`config.mk`:
```
export PLATFORM = sky130hd
export DESIGN_NAME = arith_sweep_ctrl
export DESIGN_NICKNAME = d
export VERILOG_FILES = /design/src/rtl/arith_pkg.sv /design/src/rtl/arith_ref_model.sv /design/src/rtl/arith_sweep_ctrl.sv
export SDC_FILE = /design/constraint.sdc
export NUM_CORES = 1
export LEC_CHECK = 0
export CORE_ASPECT_RATIO = 0.8
export CORE_MARGIN = 8
export CORE_UTILIZATION = 52
export CTS_BUF_LIST = sky130_fd_sc_hd__clkbuf_4 sky130_fd_sc_hd__clkbuf_8
export DETAILED_ROUTE_END_ITERATION = 12
export PLACE_DENSITY = 0.83
export REMOVE_ABC_BUFFERS = 1
export SKIP_LAST_GASP = 1
export SLEW_MARGIN = 20
export SYNTH_ARGS = -nofsm -noshare
export SYNTH_HDL_FRONTEND = slang
export SYNTH_SLANG_ARGS = --single-unit
```
`constraint.sdc`:
```
create_clock -name clk -period 3.1 [get_ports clk]
set_clock_uncertainty 0.2 [all_clocks]
set_input_delay 0.93 -clock clk [delete_from_list [all_inputs] [get_ports clk]]
set_output_delay 0.93 -clock clk [all_outputs]
set_load 0.02 [all_outputs]
```
`src/rtl/arith_pkg.sv`:
```
// Shared constants and types for the arithmetic-unit sweep sequencer.
package arith_pkg;
  localparam int RES_W = 4;

  localparam logic [1:0] OP_PASS = 2'b00;
  localparam logic [1:0] OP_NAND = 2'b01;
  localparam logic [1:0] OP_ADD  = 2'b10;
  localparam logic [1:0] OP_MUL  = 2'b11;

  typedef enum logic [1:0] {IDLE = 2'd0, RUN = 2'd1, DONE = 2'd2} state_t;
endpackage

```
`src/rtl/arith_ref_model.sv`:
```
// Combinational golden model of the 2-bit ALU; results zero-extended to RES_W.
module arith_ref_model
  import arith_pkg::*;
(
  input  logic [1:0]       a,
  input  logic [1:0]       b,
  input  logic             ci,
  input  logic [1:0]       s,
  output logic [RES_W-1:0] expected
);
  always_comb begin
    expected = '0;
    case (s)
      OP_PASS: expected = {2'b00, a};
      OP_NAND: expected = {2'b00, ~(a & b)};
      OP_ADD:  expected = {2'b00, a} + {2'b00, b} + {3'b000, ci};
      OP_MUL:  expected = {2'b00, a} * {2'b00, b};
      default: expected = '0;
    endcase
  end
endmodule

```
`src/rtl/arith_sweep_ctrl.sv`:
```
// Sweeps the ALU through all four ops on one latched operand set, captures
// each result and flags any that disagree with the reference model.
module arith_sweep_ctrl
  import arith_pkg::*;
#(
  parameter int SETTLE = 1
) (
  input  logic                 clk,
  input  logic                 rst,
  input  logic                 start,
  input  logic [1:0]           a_in,
  input  logic [1:0]           b_in,
  input  logic                 ci_in,
  output logic [1:0]           alu_a,
  output logic [1:0]           alu_b,
  output logic                 alu_ci,
  output logic [1:0]           alu_s,
  input  logic [RES_W-1:0]     alu_out,
  output logic [4*RES_W-1:0]   res,
  output logic [3:0]           err_mask,
  output logic                 busy,
  output logic                 done
);
  localparam logic [2:0] SETTLE_C = 3'(SETTLE);

  state_t           state, state_nx;
  logic [1:0]       op;
  logic [2:0]       cnt;
  logic             cap;
  logic [RES_W-1:0] expected;

  arith_ref_model u_ref (
    .a        (alu_a),
    .b        (alu_b),
    .ci       (alu_ci),
    .s        (op),
    .expected (expected)
  );

  assign cap = (state == RUN) && (cnt == SETTLE_C);

  always_comb begin
    state_nx = state;
    case (state)
      IDLE:    if (start) state_nx = RUN;
      RUN:     if (cap && op == OP_MUL) state_nx = DONE;
      DONE:    state_nx = IDLE;
      default: state_nx = IDLE;
    endcase
  end

  always_comb begin
    busy  = (state == RUN);
    done  = (state == DONE);
    alu_s = busy ? op : OP_PASS;
  end

  always_ff @(posedge clk) begin
    if (rst) begin
      state    <= IDLE;
      alu_a    <= '0;
      alu_b    <= '0;
      alu_ci   <= 1'b0;
      res      <= '0;
      err_mask <= '0;
      op       <= '0;
      cnt      <= '0;
    end else begin
      state <= state_nx;
      if (state == IDLE && start) begin
        alu_a    <= a_in;
        alu_b    <= b_in;
        alu_ci   <= ci_in;
        res      <= '0;
        err_mask <= '0;
        op       <= '0;
        cnt      <= '0;
      end else if (state == RUN) begin
        if (cap) begin
          res[{op, 2'b00} +: RES_W] <= alu_out;
          // sticky within a sweep: only the next accepted start clears it
          if (alu_out != expected) err_mask[op] <= 1'b1;
          cnt <= '0;
          if (op != OP_MUL) op <= op + 2'd1;
        end else begin
          cnt <= cnt + 3'd1;
        end
      end
    end
  end
endmodule

```
==> Yosys cells after proc, flatten, opt, wreduce, memory -nomap -nowiden <==
Index checks and enable logic that the tools add are counted.
{ "totals": {"mem_bits_ro": 0, "elab_cells": 51, "out_inout_bits": 29, "input_bits": 12, "ff_bits": 32, "latch_bits": 0, "mem_bits_rw": 0, "memories": 0} }
{ "op_classes": {"n_shift": 2, "n_lt_le_gt_ge": 2, "n_mul": 1, "n_eq_ne": 10, "div_mod_pow": 0, "n_reduce_logical": 11, "mux": 9, "addsub": 5, "bitwise": 3} }
{ "ops": {"columns": ["operator", "n"], "rows": [
  ["bitwise mux 16 bit", 1],
  ["case mux 4 bit (4 select lines)", 1],
  ["variable shift 4 x 6 -> 16 bit (first input constant)", 1],
  ["variable part select 4 x 6 -> 16 bit", 1],
  ["equality test 2 bit (second input constant)", 3],
  ["two-way mux 2 bit", 3],
  ["negation 4 -> 6 bit", 1],
  ["AND reduction 3 bit", 2],
  ["adder 4 x 1 -> 4 bit", 1],
  ["equality test 2 x 1 -> 1 bit (second input constant)", 2],
  ["logical AND 1 bit", 4],
  ["zero test 2 bit", 2],
  ["multiplier 2 x 2 -> 4 bit", 1],
  ["!= test 2 bit (second input constant)", 2],
  ["!= test 4 bit", 1],
  ["bitwise OR 4 bit", 1],
  ["case mux 2 bit (2 select lines)", 1],
  ["AND reduction 2 bit", 2],
  ["adder 2 x 2 -> 3 bit", 1],
  ["adder 3 x 1 -> 3 bit (second input constant)", 1],
  ["equality test 3 x 1 -> 1 bit (second input constant)", 1],
  ["less-than comparator 2 x 3 -> 1 bit (second input constant)", 1],
  ["two-way mux 3 bit", 1],
  ["adder 2 x 1 -> 2 bit (second input constant)", 1],
  ["other kinds (7)", 7]
]} }

==> Logic depth before layout (Yosys ltp) <==
Gate-level depths: netlist of the first run.
{ "logic_depth": {"depth_word": 5, "mapped_depth": 8, "depth_no_buf": 8} }

==> By module <==
From an unflattened synthesis of the first run, not the netlist that was laid out.
{ "hier_totals": {"cells_unflattened": 186, "hier_area_um2": 1765.4} }
{ "modules_own_cells": {"columns": ["mod", "instances", "seq_area_each_um2", "cells_each", "area_per_inst_um2"], "rows": [
  ["arith_sweep_ctrl", 1, 640.6, 165, 1567.8],
  ["arith_ref_model", 1, 0.0, 21, 197.7]
]} }

==> Worst setup path before layout of the first run <==
No wires, ideal clock.
{ "synth_timing": {"path_type": "flip-flop to flip-flop", "from": "register alu_b[1]", "to": "register err_mask[0]", "setup_ns": 0.127, "t_arrival_ns": 1.953, "slack_ns": 0.820, "required_time_ns": 2.773, "period_less_slack_ns": 2.280, "stages_incl_launch_ff": 9, "n_path_buf": 0, "path_cell_list": "dfxtp_1 -> ha_1 -> xor2_1 -> ha_1 -> a21oi_1 -> a32oi_1 -> xor2_1 -> o31ai_1 -> nand3_1"} }
{ "synth_between": {"elab_chain_len": 5, "word_cells_on_any_way": 8, "cone_classes": "2 x add/sub; 1 x mul; 1 x eq/ne; 1 x mux; 2 x bitwise; 1 x reduce/logical"} }
{ "synth_lines": {"columns": ["item", "line", "rtl"], "rows": [
  ["from (decl)", "arith_sweep_ctrl.sv:15", "output logic [1:0] alu_b,"],
  ["from (signal assigned)", "arith_sweep_ctrl.sv:72", "alu_b <= b_in;"],
  ["adder 2 x 2 -> 3 bit / bitwise AND 2 bit (equally long branches)", "arith_ref_model.sv:16, arith_ref_model.sv:15", null],
  ["adder 4 x 1 -> 4 bit / NOT 2 bit (equally long branches)", "arith_ref_model.sv:16, arith_ref_model.sv:15", null],
  ["case mux 4 bit (4 select lines) (*)", "arith_ref_model.sv:13", "case (s)"],
  ["!= test 4 bit (*)", "arith_sweep_ctrl.sv:82", "if (alu_out != expected) err_mask[op] <= 1'b1;"],
  ["AND reduction 3 bit (no source line) (*)", null, null],
  ["to (signal assigned)", "arith_sweep_ctrl.sv:65", "err_mask <= '0;"],
  ["to (signal assigned)", "arith_sweep_ctrl.sv:75", "err_mask <= '0;"],
  ["to (signal, indexed assignment)", "arith_sweep_ctrl.sv:82", null],
  ["to (decl)", "arith_sweep_ctrl.sv:20", "output logic [3:0] err_mask,"]
]} }
Every way passes the cells marked *; elsewhere a longest branch is shown, timed or not.
A chain may end at the register's enable or synchronous reset.

==> Final worst setup path of the first run <==
{ "layout_timing": {"from": "register state[0]", "to": "output port alu_s[0]"} }
{ "layout_between": {"elab_chain_len": 2} }
{ "layout_lines": {"columns": ["item", "line", "rtl"], "rows": [
  ["from (decl)", "arith_sweep_ctrl.sv:26", "state_t state, state_nx;"],
  ["from (signal assigned)", "arith_sweep_ctrl.sv:69", "state <= state_nx;"],
  ["equality test 2 x 1 -> 1 bit", "arith_sweep_ctrl.sv:53", "busy = (state == RUN);"],
  ["two-way mux 2 bit", "arith_sweep_ctrl.sv:55", "alu_s = busy ? op : OP_PASS;"],
  ["to (decl)", "arith_sweep_ctrl.sv:17", "output logic [1:0] alu_s,"]
]} }
Every way passes these cells.

==> results of run 1 <==
==> power by group through the flow <==
stage / logic (uW) / registers, uW / clock network, uW
final: 109 / 427 / 393
after global routing: 121 / 428 / 420
after CTS: 109 / 427 / 401
after detailed placement: 108 / 436 / 0
after global placement: 105 / 435 / 0
after floorplan: 55.8 / 440 / 0
==> registers in the layout (all words and copies together), names as in the netlist <==
name,flops
alu_b,2
err_mask,4
alu_a,2
res,16
state,2
op,2
cnt,3
alu_ci,1
==> path summary, 6_finish.rpt <==
kind / slack, ns / depth (start not counted) / to
max: 0.19 / 3 / alu_s[0]
min: 0.25 / 2 / res[10]
max reg2reg: 0.67 / 8 / err_mask[0]
min reg2reg: 0.25 / 2 / res[10]
==> kinds of logic (layout without fill, tap and decap cells) <==
| group | after synthesis | count (layout) | synth area share (%) |
|---|---|---|---|
| AOI/OAI and AO/OA | 42 | 42 | 15.8 |
| xor gates and xnor gates | 5 | 5 | 2.47 |
| adders and majority gates | 16 | 16 | 11.3 |
| buffers and inverters | 12 | 53 | 3.81 |
| DFF | 32 | 32 | 36.2 |
| muxes | 5 | 5 | 2.82 |
| and+or+nand+nor | 96 | 96 | 27.6 |
==> tightest hold or removal path, stage by stage, from the launching register on <==
cell	delay [ns]
dfxtp_1	0.31
nand2_1	0.05
a21oi_1	0.05
==> layout make-up <==
cell class,instances,area share [%]
clock buffers,6,3.33
clock inverters,2,1.53
inverters,4,0.655
multi-input cells,164,46.5
flip-flops and latches,32,27.9
well taps,42,2.29
repair buffers,41,17.8
==> timing repair <==
action	4_1_cts	5_1_grt
hold endpoints to repair	0	0
endpoints found under the setup margin	1	0
gates resized for setup	1	0
hold buffers	0	0
==> routing by layer <==
layer  vias up  global-route usage (%)  part of all wire [%]
li1        810                       -                     -
met1       726                    18.7                    48
met2        48                    23.2                    45
met3         2                    5.64                   6.9
met4         0                    4.44                  0.33
met5         -                       0                     0
==> through the flow <==
stage / hold slack [ns] / util [%]
floorplan: 0.257 / -
global placement: 0.238 / 65.0
detailed placement: 0.246 / 65.0
CTS: 0.255 / 68.4
global route: 0.272 / 68.4
finish: 0.253 / 68.4
==> layout by cell type, fill, tap and decap left out, types with 2 or more instances in the layout <==
cell type	synthesis	layout
nor2_1	14	14
nor3b_1	3	3
and3_1	3	3
mux2i_1	5	5
nand2b_1	2	2
inv_1	4	4
clkdlybuf4s50_1	0	40
xnor2_1	3	3
nor3_1	6	6
ha_1	16	16
nand3_1	20	20
nand2_1	27	27
a21oi_1	21	21
nor2b_1	3	2
or3_1	2	2
o21ai_0	6	6
and2_1	7	7
clkbuf_8	0	5
dfxtp_1	32	32
xor2_1	2	2
o31ai_1	3	3
==> flow_metrics.tcl, run 1 <==
set metrics [dict create \
    yosysUniqueCellTypes 45 \
    crit_path_cell_trace "nor2b_2, and2_1, clkdlybuf4s50_1" \
    async_flop_share_pct 0 \
    multi_input_area_um2 1070 \
    setup_viol 0 \
    firstDrtPassIters 4 \
    cts_buffer_depth 2 \
    fin_tns_setup_ns 0 \
    synth_flop_cell "dfxtp_1" \
    p_int_uw 715 \
    htree_levels 2 \
    critPathArrivalTime_ns 1.78 \
    crit_path_end_kind "output port" \
    clk_latency_ns 0.28 \
    synth.area.top_cells "dfxtp_1 36%, ha_1 11%, a21oi_1 5.9%" \
    die_w_um 81.3 \
    min_period_ns 2.91 \
    relSlewSlack_pct 66.8 \
    finalPower_uw 929 \
    ios 41 \
    synth_area_um2 1770 \
    p_leak_uw 0.000887 \
    port_buffers 40 \
    combPwrFrac_pct 11.7 \
    wl_per_cell_um 13.7 \
    drtAntennaViolNets 0 \
    yosysWarnings 0 \
    path_clk_slew_ns 0.06 \
    regArea_um2 641 \
    fin_nets 276 \
    powerDensity_nw_per_um2 405 \
    routabilityCongestion 0.848 \
    placed_area_um2 2180 \
    start_util_pct 52.9 \
    cts_sinks 32 \
    fmax_mhz 344 \
    path_buf_inv 1 \
    grt_pass1_wl_um 6580 \
    reg2reg_from "alu_a[1]" \
    drtIter0Drc 77 \
    synth_edf_count 0 \
    wirelength_um 3980 \
    via_count 1586 \
    slowest_stage "clkdlybuf4s50_1" \
    hold_viol 0 \
    overflow 0 \
    place_hpwl_um 3060 \
    slew_violations 0 \
    die_h_um 68.2 \
    maxCapViolations 0 \
    path_class "flop to output port" \
    synth_most_common_cell "dfxtp_1" \
    hp-start "res[10]" \
    hold_path.class "flop to flop" \
    syn_area_per_cell_um2 8.52 \
    tightest_slew_ns 0.498 \
    route.detailed.drc 0 \
    path_max_fanout 8 \
    core-area_um2 3350 \
    antenna_found_initial 0 \
    worstPathRequired_ns 1.97 \
    slowest_delay_ns 0.60 \
    dieArea_um2 5540 \
    swShare_pct 23.0 \
    setup_slack_ns 0.191 \
    peakVddDrop_v 0.000277 \
    startpoint "state[0]" \
    post_cts_buffers 0 \
    synth_seq_cells 32 \
    fin_crit_sh_pct 93.9 \
    p_seq_share_pct 46.0 \
    fin_area_um2 2290 \
    grt.total_usage_pct 14.9 \
    dp.cells 283 \
    tritoncts "built" \
    area_growth_pct 29.4 \
    synth_top_area_share_pct 36.2 \
    seq_area_frac_synth_pct 36.2 \
    cp-start-kind "flop" \
    stdcell_count 291 \
    run_status "finished, final reports clean" \
    rows 19 \
    dp_slack_ns 0.310 \
    viasPerCell 5.45 \
    drive_gt1_share_pct 7.23 \
    synthCells 208 \
    clock_power_share_pct 42.3 \
    synth_common_cells "32 x dfxtp_1, 27 x nand2_1, 21 x a21oi_1" \
    switching_power_uw 214 \
    diodes 0 \
    grt_pass1_vias 1470 \
    rsz0062_at_grt "no" \
    numCtsBuffers 5 \
    critPathTopFamily "buffers and inverters" \
    yosysTopAreaCell "dfxtp_1" \
    cts-root-buf "clkbuf_8" \
    grt_max_degree 22 \
    nFillCells 275 \
]
(Power assumes the default switching activity.)
==> run 2: changes to the inputs <==
- SLEW_MARGIN: 20 -> default
==> results of run 2 <==
Final layout, timing and power as in run 1 (identical DEF).
